===== config.mk =====
export PLATFORM = sky130hd
export DESIGN_NAME = shift_req_queue
export DESIGN_NICKNAME = d
export VERILOG_FILES = /design/src/rtl/shift_pkg.sv /design/src/rtl/rls.sv /design/src/rtl/shift_req_fifo.sv /design/src/rtl/shift_req_queue.sv
export SDC_FILE = /design/constraint.sdc
export NUM_CORES = 1
export LEC_CHECK = 0
export CORE_ASPECT_RATIO = 0.8
export CORE_MARGIN = 2
export CORE_UTILIZATION = 56
export DETAILED_ROUTE_END_ITERATION = 16
export PLACE_DENSITY = 0.87
export SYNTH_ARGS = -nofsm -noshare
export SYNTH_HDL_FRONTEND = slang
export SYNTH_SLANG_ARGS = --single-unit

===== constraint.sdc =====
create_clock -name clk -period 3.4 [get_ports clk]
set_input_delay 1.02 -clock clk [delete_from_list [all_inputs] [get_ports clk]]
set_output_delay 1.02 -clock clk [all_outputs]
set_load 0.01 [all_outputs]

===== src/rtl/shift_pkg.sv =====
// Shared constants for the shift request queue: default widths, mode codes and FSM states.
package shift_pkg;

   localparam int DEF_DW    = 8;
   localparam int DEF_SW    = 3;
   localparam int DEF_DEPTH = 4;

   localparam logic MODE_LSL = 1'b0;
   localparam logic MODE_ROL = 1'b1;

   typedef enum logic [1:0] {
      IDLE   = 2'd0,
      ACTIVE = 2'd1,
      STALL  = 2'd2
   } state_t;

   // Occupancy counter must represent 0..depth inclusive.
   function automatic int cnt_width(input int depth);
      return $clog2(depth) + 1;
   endfunction

endpackage


===== src/rtl/rls.sv =====
// 8-bit combinational barrel shifter: P=0 logical shift-left with zero fill, P=1 rotate-left.
module rls (
   input  logic [7:0] I,
   input  logic [2:0] S,
   input  logic       P,
   output logic [7:0] O
);

   logic [7:0] st1;
   logic [7:0] st2;

   // Three log-stages of 1, 2 and 4 positions; bits shifted out wrap back in only when rotating.
   always_comb begin
      st1 = S[0] ? {I[6:0],   (P ? I[7]     : 1'b0)}    : I;
      st2 = S[1] ? {st1[5:0], (P ? st1[7:6] : 2'b00)}   : st1;
      O   = S[2] ? {st2[3:0], (P ? st2[7:4] : 4'b0000)} : st2;
   end

endmodule


===== src/rtl/shift_req_fifo.sv =====
// Synchronous request FIFO with occupancy count, full/empty flags and a synchronous flush.
module shift_req_fifo
   import shift_pkg::*;
#(
   parameter int DEPTH = DEF_DEPTH,
   parameter int W     = DEF_DW + DEF_SW + 1,
   parameter int CW    = cnt_width(DEPTH)
)(
   input  logic          clk,
   input  logic          rst,
   input  logic          flush,
   input  logic          push,
   input  logic          pop,
   input  logic [W-1:0]  wdata,
   output logic [W-1:0]  rdata,
   output logic          full,
   output logic          empty,
   output logic [CW-1:0] count
);

   localparam int AW = $clog2(DEPTH);

   logic [W-1:0]  mem [DEPTH];
   logic [AW-1:0] wr_ptr;
   logic [AW-1:0] rd_ptr;
   logic          push_en;
   logic          pop_en;

   assign full    = (count == CW'(DEPTH));
   assign empty   = (count == '0);
   assign push_en = push && !full && !flush;
   assign pop_en  = pop && !empty && !flush;
   assign rdata   = mem[rd_ptr];

   always_ff @(posedge clk) begin
      if (push_en) mem[wr_ptr] <= wdata;
   end

   // DEPTH is a power of two, so the pointers wrap by natural overflow.
   always_ff @(posedge clk or posedge rst) begin
      if (rst) begin
         wr_ptr <= '0;
         rd_ptr <= '0;
         count  <= '0;
      end else if (flush) begin
         wr_ptr <= '0;
         rd_ptr <= '0;
         count  <= '0;
      end else begin
         if (push_en) wr_ptr <= wr_ptr + 1'b1;
         if (pop_en)  rd_ptr <= rd_ptr + 1'b1;
         case ({push_en, pop_en})
            2'b10:   count <= count + 1'b1;
            2'b01:   count <= count - 1'b1;
            default: count <= count;
         endcase
      end
   end

endmodule


===== src/rtl/shift_req_queue.sv =====
// Buffered valid/ready front-end for the rls barrel shifter.
// Define SHIFT_STATS_EN to add the saturating op_count handshake counter port.
module shift_req_queue
   import shift_pkg::*;
#(
   parameter int DW    = DEF_DW,
   parameter int SW    = DEF_SW,
   parameter int DEPTH = DEF_DEPTH
)(
   input  logic          clk,
   input  logic          rst,
   input  logic          in_valid,
   output logic          in_ready,
   input  logic [DW-1:0] in_data,
   input  logic [SW-1:0] in_amt,
   input  logic          in_mode,
   output logic          out_valid,
   input  logic          out_ready,
   output logic [DW-1:0] out_data,
   output logic          out_mode,
   input  logic          flush
`ifdef SHIFT_STATS_EN
   ,
   output logic [15:0]   op_count
`endif
);

   localparam int EW = DW + SW + 1;
   localparam int CW = cnt_width(DEPTH);

   logic          push;
   logic          pop;
   logic          fifo_full;
   logic          fifo_empty;
   logic [CW-1:0] fifo_count;
   logic [EW-1:0] head;
   logic [DW-1:0] shift_out;
   state_t        state;
   state_t        state_next;

   // in_ready comes only from the registered FIFO count, never from out_ready.
   assign in_ready = !fifo_full;
   assign push     = in_valid && in_ready && !flush;
   assign pop      = !fifo_empty && (!out_valid || out_ready) && !flush;

   shift_req_fifo #(
      .DEPTH (DEPTH),
      .W     (EW),
      .CW    (CW)
   ) u_fifo (
      .clk   (clk),
      .rst   (rst),
      .flush (flush),
      .push  (push),
      .pop   (pop),
      .wdata ({in_mode, in_amt, in_data}),
      .rdata (head),
      .full  (fifo_full),
      .empty (fifo_empty),
      .count (fifo_count)
   );

   rls u_rls (
      .I (head[DW-1:0]),
      .S (head[DW+SW-1:DW]),
      .P (head[EW-1]),
      .O (shift_out)
   );

   // Result register: loads on pop, holds while stalled, empties on handshake or flush.
   always_ff @(posedge clk or posedge rst) begin
      if (rst) begin
         out_valid <= 1'b0;
         out_data  <= '0;
         out_mode  <= MODE_LSL;
      end else if (flush) begin
         out_valid <= 1'b0;
      end else if (pop) begin
         out_valid <= 1'b1;
         out_data  <= shift_out;
         out_mode  <= head[EW-1];
      end else if (out_valid && out_ready) begin
         out_valid <= 1'b0;
      end
   end

   always_ff @(posedge clk or posedge rst) begin
      if (rst) state <= IDLE;
      else     state <= state_next;
   end

   // Pipeline activity tracker; returns to IDLE once nothing is queued or held.
   always_comb begin
      state_next = state;
      case (state)
         IDLE:    if (push) state_next = ACTIVE;
         ACTIVE: begin
            if (out_valid && !out_ready)           state_next = STALL;
            else if (fifo_count == '0 && !push)    state_next = IDLE;
         end
         STALL:   if (out_ready) state_next = ACTIVE;
         default: state_next = IDLE;
      endcase
      if (flush) state_next = IDLE;
   end

`ifdef SHIFT_STATS_EN
   always_ff @(posedge clk or posedge rst) begin
      if (rst)
         op_count <= '0;
      else if (out_valid && out_ready && op_count != 16'hFFFF)
         op_count <= op_count + 16'd1;
   end
`endif

endmodule


==> results of run 1 <==
-- cell type report --
type / count / area share [%]
clock buffers: 9 / 3.660
well taps: 62 / 2.292
multi-input cells: 92 / 27.13
repair buffers: 34 / 9.538
flip-flops and latches: 65 / 55.16
inverters: 4 / 0.4436
clock inverters: 6 / 1.774
-- cell usage after synthesis --
cell type	n
a221o_1	3
a2111o_1	1
o21ai_1	2
and2_1	5
nor2_1	12
nor4b_1	1
buf_6	3
o22ai_1	1
fa_1	1
buf_1	1
mux2_4	5
dfrtp_1	17
or3b_1	1
buf_2	2
nor3_1	1
a31oi_1	1
a21o_1	1
o2bb2ai_1	1
or2_0	1
a21oi_1	3
a2bb2oi_1	1
mux4_2	10
nand2b_1	1
edfxtp_1	48
or3_1	1
o2111ai_1	1
mux4_1	2
ha_1	4
nor2b_1	2
mux2_2	2
o221ai_1	3
a22oi_1	1
xnor2_1	3
xor2_1	3
inv_1	4
nand3_1	1
nand2_1	9
mux2i_4	2
clkbuf_1	3
mux2i_1	6
-- per-stage QoR --
step	cell area, um2	util [%]	hold slack (ns)	total power [W]	std cells
after floorplan	2859	-	0.5181	0.001737	170
after global placement	3201	64.29	0.4589	0.001947	257
after detailed placement	3201	64.29	0.4765	0.002007	257
after CTS	3385	67.98	0.4912	0.002626	272
after global routing	3385	67.98	0.5246	0.002736	272
final	3385	67.98	0.4862	0.002602	272
-- path summary, 6_finish.rpt --
check,endpoint,slack (ns),cells past startpoint
min reg2reg,out_data[7],0.49,1
min,out_data[7],0.49,1
max,in_ready,0.57,2
max reg2reg,out_data[5],1.06,5
min in group asynchronous,u_fifo.count[1],1.06,2
max in group asynchronous,out_data[4],1.93,2
-- cells by family after synthesis --
logic type	count (synthesis)	share of synthesized area, %
XOR/XNOR	6	1.838
flip-flops	65	65.30
buffers and inverters	13	2.582
AO/OA/AOI/OAI	19	5.121
AND/OR/NAND/NOR	35	5.908
multiplexers	27	16.81
adder cells (fa/ha/maj)	5	2.451
-- report_power, final --
part / internal (W) / switching (W)
logic: 0.000492 / 0.000455
registers: 0.000966 / 0.0000784
clock network: 0.000328 / 0.000283
-- worst max-delay path: stages, from the launching register on --
cell,delay (ns)
dfrtp_1,0.44
or3b_1,0.50
clkdlybuf4s50_1,0.52
-- per-layer routing --
layer  vias to the layer above  GRT usage (%)  share of wire, %
li1                        731              -                 -
met1                       795          24.11                44
met2                        47          33.80                49
met3                         6          9.771               6.0
met4                         0          6.653               1.2
met5                         -              0                 0
-- registers in the layout, indices dropped and copies added, names as in the netlist --
| name | cells |
|---|---|
| u_fifo.mem | 48 |
| out_data | 8 |
| u_fifo.count | 3 |
| u_fifo.rd_ptr | 2 |
| u_fifo.wr_ptr | 2 |
| out_mode | 1 |
| out_valid | 1 |
-- cell usage in the layout (no fill, tap or decap), drive strengths merged --
master          n
bufinv          1
or3             1
nand3           1
nor2b           2
a31oi           1
a22oi           1
o221ai          3
nand2           9
clkinvlp        3
a221o           3
xor2            3
buf             7
clkdlybuf4s50  27
and2            5
mux2            7
o2111ai         1
o2bb2ai         1
a21oi           3
or3b            1
nand2b          1
or2             1
clkbuf          9
o22ai           1
nor2           12
ha              4
mux2i           8
edfxtp         48
xnor2           3
o21ai           2
a21o            1
clkinv          2
inv             4
nor4b           1
fa              1
a2bb2oi         1
nor3            1
a2111o          1
mux4           12
dfrtp          17
==> results.ini, run 1 <==
[worst_setup_path]
end_kind=output pin
cp.required_ns=2.38
worstPathArrival_ns=1.81
path_class=flip-flop to output pin
cp-start-kind=flip-flop
cp_max_fo=6
timing.rr.start=u_fifo.rd_ptr[0]
crit_start=u_fifo.count[0]

[synth]
synth_largest_area_cell=edfxtp_1
synth_cells=170
syn_area_um2=2859
synth_top_area_share_pct=50.42
yosys_warnings=0
synth_seq_cells=65
synthesis.nets=192
ys_top_cells_by_area=edfxtp_1 (50%), dfrtp_1 (15%), mux4_2 (7.9%)
synth_seq_area_share_pct=65.30
syn_avg_cell_area_um2=16.82
synth_cell_types=40

[cts]
cts_root_buf=clkbuf_8
path_clk_slew_ns=0.07
clock_path_buffers=2
cts_buffers=9
cts_sinks=65
htreeDepth=3
insertion_delay_ns=0.35
postCtsSetupBuffers=0
cts_tree=built
cts_resized=0
hold_buffers=0

[cells_and_area]
final_nets=228
antenna-diode-count=0
area_growth_pct=18.38
regArea_um2=1867
drive_gt1_share_pct=18.57
fillers=325
multi_input_area_um2=918.4

[timing]
fin_tns_setup_ns=0
rsz0062_at_grt=false
fmaxAchievable_mhz=353.0
finalWorstSetupSlack_ns=0.5675
worst_pin_slew_ns=0.6490
skew_ns=0.005622
finalCritPeriodShare_pct=83.31
fin_crit_ns=2.832
finalSetupViolCount=0
finalMaxSlewViolations=0
slew-limit-headroom_pct=56.69
hold_viol=0

[floorplanning]
core_area_um2=4979
die_width_um=83.89
start_util_pct=57.43
die_h_um=67.91
rows=23
io_pins=28
dieArea_um2=5697

[status]
outcome=complete, no violations

[drt]
viasPerCell=5.805
drc=0
dr.first_iter.drc_count=85
avgRoutedWirePerCell_um=18.54
first_pass_iters=4
route.final.wire_length_mm=5.042
vias=1579
antenna_left=0

[grt]
grt_usage_pct=20.41
grt_pass1_wl_mm=8.252
grt_max_degree=18
grt_overflow_total=0
grt_pass1_vias=1643
antenna_found_initial=0

[power_and_ir_drop]
power_density_nw_per_um2=768.9
power_leakage_nw=1.232
peakVddDrop_mv=0.5777

[run]
drv_cap=0

[hold_path]
hold_path_class=flip-flop to flip-flop
worstHoldStart=out_data[7]

[placement]
io_buffer_count=27
pre_cts_slack_ns=0.3170
gp_congestion=0.7824
hpwl_mm=3.462

(Power assumes the default switching activity.)
==> run 2: changes to the inputs <==
- CORE_UTILIZATION: 56 -> 51
- PLACE_DENSITY: 0.87 -> 0.84
- clock period: 3.4 -> 2.5 ns (I/O delays scaled with it)
==> run 2 against run 1 <==
Clock power grew 28%. Clock-buffer cell count is the same. Combinational power grew 45%. Cell count grew 9.2%. Core utilization shrank 3.0 points. Via count shrank 1.1%. Sequential power grew 37%. Critical path depth grew 2. Flip-flop and latch count is the same. Sequential share of layout area shrank 2.2 points. Worst hold slack lost 0.0061 ns. Critical endpoint is now out_data[5]. Largest power group unchanged.
==> results.ini, run 2 (synthesis results as in run 1) <==
[status]
outcome=complete, no violations  ; unchanged

[cts]
cts_tree=built  ; unchanged
cts_root_buf=clkbuf_8  ; unchanged
clock_path_buffers=2  ; unchanged
insertion_delay_ns=0.34  ; was 0.35 ns
postCtsSetupBuffers=0  ; unchanged
htreeDepth=3  ; unchanged
cts_sinks=65  ; unchanged
cts_resized=1  ; was 0
path_clk_slew_ns=0.07  ; about the same
hold_buffers=0  ; unchanged
cts_buffers=9  ; unchanged

[grt]
grt_overflow_total=0  ; unchanged
grt_usage_pct=18.63  ; was 20.41%
busiest_layer=met2  ; unchanged
grt_pass1_wl_mm=8.459  ; was 8.252 mm
grt_max_degree=18  ; unchanged
use_met3_pct=6.651  ; was 9.771%
grt_pass1_vias=1724  ; was 1643
grt_use_met2_pct=29.63  ; was 33.80%
antenna_found_initial=0  ; unchanged
met1_usage_pct=24.56  ; was 24.11%

[floorplanning]
dieArea_um2=6224  ; was 5697 um2
die_width_um=87.71  ; was 83.89 um
io_pins=28  ; unchanged
rows=24  ; was 23
die_h_um=70.97  ; was 67.91 um
start_util_pct=52.60  ; was 57.43%
core_area_um2=5435  ; was 4979 um2

[drt]
route.final.wire_length_mm=5.134  ; was 5.042 mm
first_pass_iters=4  ; unchanged
viasPerCell=5.259  ; was 5.805
antenna_left=0  ; unchanged
drc=0  ; unchanged
dr.first_iter.drc_count=68  ; was 85
vias=1562  ; was 1579
avgRoutedWirePerCell_um=17.29  ; was 18.54 um

[timing]
slew-limit-headroom_pct=56.37  ; was 56.69%
worst_pin_slew_ns=0.6537  ; was 0.6490 ns
fin_crit_ns=2.339
skew_ns=0.008217  ; was 0.005622 ns
rsz0062_at_grt=false  ; unchanged
finalCritPeriodShare_pct=93.55
fmaxAchievable_mhz=427.6
final.hold.worst_slack_ns=0.4801  ; was 0.4862 ns
finalSetupViolCount=0  ; unchanged
finalMaxSlewViolations=0  ; unchanged
hold_viol=0  ; unchanged

[cells_and_area]
reg.largest.list=u_fifo.mem (48), out_data (8), u_fifo.count (3)  ; unchanged
fillers=387  ; was 325
layout_commonest_cell=edfxtp_1  ; unchanged
drive_gt1_share_pct=24.20  ; was 18.57%
final_nets=236  ; was 228
area_growth_pct=23.46  ; was 18.38%
multi_input_area_um2=923.4  ; was 918.4 um2
final_cell_mix=edfxtp_1 (48), clkdlybuf4s50_1 (26), dfrtp_1 (16)  ; was edfxtp_1 (48), clkdlybuf4s50_1 (27), dfrtp_1 (17)
antenna-diode-count=0  ; unchanged
top_register=u_fifo.mem  ; unchanged
largest_register_ffs=48  ; unchanged
regArea_um2=1868  ; was 1867 um2

[power_and_ir_drop]
power_leakage_nw=1.301  ; was 1.232 nW
peakVddDrop_mv=0.4710  ; was 0.5777 mV
power_density_nw_per_um2=1015  ; was 768.9 nW/um2
power_w=0.003581  ; was 0.002602 W

[worst_setup_path]
r2r_end=out_data[5]  ; unchanged
cpPeakStageDelay_ns=0.87  ; was 0.52 ns
slowest_stage=mux4_1  ; was clkdlybuf4s50_1
cp-start-kind=flip-flop  ; unchanged
path_cells=mux4_1 > and2_1 > o2bb2ai_1 > a221o_1  ; was or3b_1 > clkdlybuf4s50_1
worstPathArrival_ns=2.56  ; was 1.81 ns
cp.required_ns=2.72  ; was 2.38 ns
cp_max_fo=10  ; was 6
end_kind=flip-flop  ; was output pin
reg2reg_slack_ns=0.16  ; was 1.06 ns
reg2regPathDepth=4  ; was 5
timing.rr.start=u_fifo.rd_ptr[0]  ; unchanged
path_class=flip-flop to flip-flop  ; was flip-flop to output pin

[placement]
io_buffer_count=27  ; unchanged
gp_congestion=0.7980  ; was 0.7824
hpwl_mm=3.644  ; was 3.462 mm

[hold_path]
worstHoldStart=out_data[7]  ; unchanged
holdPathStages=1  ; unchanged
min_to=out_data[7]  ; unchanged
hold_path_class=flip-flop to flip-flop  ; unchanged

[run]
drv_cap=0  ; unchanged

==> run 2: area by class of cell <==
type | instances | share of cell area, %
Clock buffer | 9 | 3.509
Clock inverter | 7 | 1.524
Inverter | 4 | 0.4254
Multi-Input combinational cell | 92 | 26.16
Sequential cell | 65 | 52.92
Tap cell | 78 | 2.765
Timing Repair Buffer | 42 | 12.69
==> run 2: layer usage <==
layer / vias up / routed length [um] / part of all wire (%)
met5: - / 0 / 0
met4: 0 / 13 / 0.25
met3: 2 / 258 / 5.0
met2: 45 / 2471 / 48
met1: 768 / 2391 / 47
li1: 747 / - / -
==> run 2: metrics by stage <==
step	TNS (ns)	cells	area (um2)	utilization [%]	worst slack, ns
2_1_floorplan	0	170	2863	-	0.08315
3_3_place_gp	-0.04878	281	3346	61.56	-0.04627
3_5_place_dp	-0.2891	281	3346	61.56	-0.1738
4_1_cts	0	297	3526	64.87	0.003888
5_1_grt	0	297	3530	64.94	0.03817
6_report	0	297	3530	64.94	0.1613
==> run 2: power breakdown <==
group	total, W	switching, W	internal, W
Sequential	0.00142	0.000110	0.00131
Clock	0.000785	0.000418	0.000367
Combinational	0.00137	0.000625	0.000748
Total	0.00358	0.00115	0.00243
==> run 2: worst max-delay path: cells and delay by family (launching register included) <==
| family | cells | cell delay (ns) |
|---|---|---|
| multiplexers | 1 | 0.87 |
| flip-flops | 1 | 0.60 |
| AO/OA/AOI/OAI | 2 | 0.49 |
| AND/OR/NAND/NOR | 1 | 0.27 |
==> run 2: worst max path at each step <==
stage                          start  cells past startpoint              end
floorplan                  out_ready                      9  u_fifo.count[2]
global placement           out_ready                      9  u_fifo.count[2]
detailed placement         out_ready                      9  u_fifo.count[2]
CTS                  u_fifo.count[0]                      2         in_ready
global route        u_fifo.rd_ptr[0]                      4      out_data[5]
finish              u_fifo.rd_ptr[0]                      4      out_data[5]
==> run 3: changes to the inputs <==
- CORE_UTILIZATION: 51 -> 53
- CTS_BUF_LIST: default -> sky130_fd_sc_hd__clkbuf_8
- MAX_ROUTING_LAYER: default -> met4
- PLACE_DENSITY: 0.84 -> 0.87
==> run 3 against run 2 <==
Cell area down 1.1%. Clock power is 3.8% lower. Worst hold slack gained 0.0018 ns. Routed wire length grew 2.8%. Non-clock buffer count grew 1. Largest power group unchanged. Die area down 3.6%. First-iteration DRC count rose by 46%.
==> results.ini, run 3 (synthesis results as in run 1) <==
[power_and_ir_drop]
power_w=0.003561  ; was 0.003581 W
power_leakage_nw=1.287  ; was 1.301 nW
power_density_nw_per_um2=1020  ; was 1015 nW/um2
peakVddDrop_mv=0.5124  ; was 0.4710 mV

[placement]
hpwl_mm=3.857  ; was 3.644 mm
placed_area_um2=3321  ; was 3346 um2
gp_congestion=0.8034  ; was 0.7980
io_buffer_count=27  ; unchanged

[status]
outcome=complete, no violations  ; unchanged

[floorplanning]
io_pins=28  ; unchanged
start_util_pct=56.13  ; was 52.60%
rows=23  ; was 24
die_h_um=69.69  ; was 70.97 um
die_width_um=86.12  ; was 87.71 um
dieArea_um2=6001  ; was 6224 um2
core_area_um2=5094  ; was 5435 um2

[timing]
slew-limit-headroom_pct=58.20  ; was 56.37%
worst_pin_slew_ns=0.6264  ; was 0.6537 ns
finalCritPeriodShare_pct=97.78  ; was 93.55%
fin_crit_ns=2.444  ; was 2.339 ns
finalMaxSlewViolations=0  ; unchanged
skew_ns=0.007638  ; was 0.008217 ns
hold_viol=0  ; unchanged
finalSetupViolCount=0  ; unchanged
rsz0062_at_grt=false  ; unchanged
fmaxAchievable_mhz=409.1  ; was 427.6 MHz

[grt]
grt_pass1_wl_mm=8.873  ; was 8.459 mm
grt_usage_pct=20.96  ; was 18.63%
busiest_layer=met2  ; unchanged
grt_use_met2_pct=32.90  ; was 29.63%
grt_overflow_total=0  ; unchanged
met1_usage_pct=24.32  ; was 24.56%
grt_pass1_vias=1739  ; was 1724
use_met3_pct=7.857  ; was 6.651%
antenna_found_initial=0  ; unchanged
grt_max_degree=18  ; unchanged

[cells_and_area]
final_core_util_pct=68.56  ; was 64.94%
final_nets=237  ; was 236
top_register=u_fifo.mem  ; unchanged
reg.largest.list=u_fifo.mem (48), out_data (8), u_fifo.count (3)  ; unchanged
largest_register_ffs=48  ; unchanged
antenna-diode-count=0  ; unchanged
drive_gt1_share_pct=23.64  ; was 24.20%
area_growth_pct=22.14  ; was 23.46%
final_cell_mix=edfxtp_1 (48), clkdlybuf4s50_1 (27), dfrtp_1 (16)  ; was edfxtp_1 (48), clkdlybuf4s50_1 (26), dfrtp_1 (16)
final_cell_area_um2=3492  ; was 3530 um2
layout_commonest_cell=edfxtp_1  ; unchanged

[cts]
hold_buffers=0  ; unchanged
htreeDepth=3  ; unchanged
cts_sinks=65  ; unchanged
cts_buffers=9  ; unchanged
cts_tree=built  ; unchanged
cts_root_buf=clkbuf_8  ; unchanged
clock_path_buffers=2  ; unchanged
path_clk_slew_ns=0.07  ; about the same
postCtsSetupBuffers=0  ; unchanged
insertion_delay_ns=0.34  ; about the same

[worst_setup_path]
cp_max_fo=4  ; was 10
path_class=flip-flop to output pin  ; was flip-flop to flip-flop
worstPathArrival_ns=1.69  ; was 2.56 ns
cp.required_ns=1.75  ; was 2.72 ns
end_kind=output pin  ; was flip-flop
crit_start=u_fifo.count[0]  ; was u_fifo.rd_ptr[0]
timing.rr.start=u_fifo.rd_ptr[0]  ; unchanged
cp-start-kind=flip-flop  ; unchanged

[run]
drv_cap=0  ; unchanged

[drt]
vias=1615  ; was 1562
route.final.wire_length_mm=5.277  ; was 5.134 mm
antenna_left=0  ; unchanged
first_pass_iters=4  ; unchanged
avgRoutedWirePerCell_um=18.71  ; was 17.29 um
drc=0  ; unchanged
viasPerCell=5.727  ; was 5.259
dr.first_iter.drc_count=99  ; was 68

[hold_path]
hold_path_class=flip-flop to flip-flop  ; unchanged
worstHoldStart=out_data[7]  ; unchanged

[run 3: power breakdown]
part | switching [W] | total [W] | internal (W)
logic | 0.000653 | 0.00139 | 0.000738
clock network | 0.000399 | 0.000755 | 0.000356
registers | 0.000101 | 0.00142 | 0.00132
total | 0.00115 | 0.00356 | 0.00241
[run 3: worst paths after layout]
kind / to / slack [ns] / depth (start not counted)
max: in_ready / 0.06 / 2
max reg2reg: out_data[7] / 0.16 / 6
max in group asynchronous: u_fifo.count[0] / 1.28 / 2
min reg2reg: out_data[7] / 0.48 / 1
min in group asynchronous: u_fifo.count[1] / 0.79 / 2
min: out_data[7] / 0.48 / 1
[run 3: layer usage]
| layer | vias to the layer above | part of all wire (%) |
|---|---|---|
| met4 | 0 | 1.8 |
| li1 | 750 | - |
| met3 | 11 | 4.5 |
| met5 | - | 0 |
| met2 | 49 | 51 |
| met1 | 805 | 43 |
[run 3: what timing repair did]
action,4_1_cts,5_1_grt
endpoints found under the setup margin,0,1
gates resized for setup,0,1
endpoints found under the hold margin,0,0
[run 3: worst max-delay path, stage by stage (launching register included)]
cell and delay [ns]:
dfrtp_2 0.44, or3b_1 0.42, clkdlybuf4s50_1 0.49
[run 3: layout make-up]
cell class	count	area, um2
clock buffers	9	123.9
clock inverters	7	46.29
inverters	4	15.01
repair buffers	43	440.4
multi-input cells	92	920.9
fillers	358	1602
well taps	62	77.57
flip-flops and latches	65	1868
[run 3: through the flow]
stage | worst slack, ns | cells | hold slack, ns | setup TNS [ns]
after detailed placement | -0.1034 | 266 | 0.4760 | -0.1492
after CTS | 0.02804 | 282 | 0.4904 | 0
final | 0.05560 | 282 | 0.4819 | 0
after global routing | 0.003181 | 282 | 0.5140 | 0
after floorplan | 0.08315 | 170 | 0.5181 | 0
after global placement | -0.03813 | 266 | 0.4633 | -0.03813
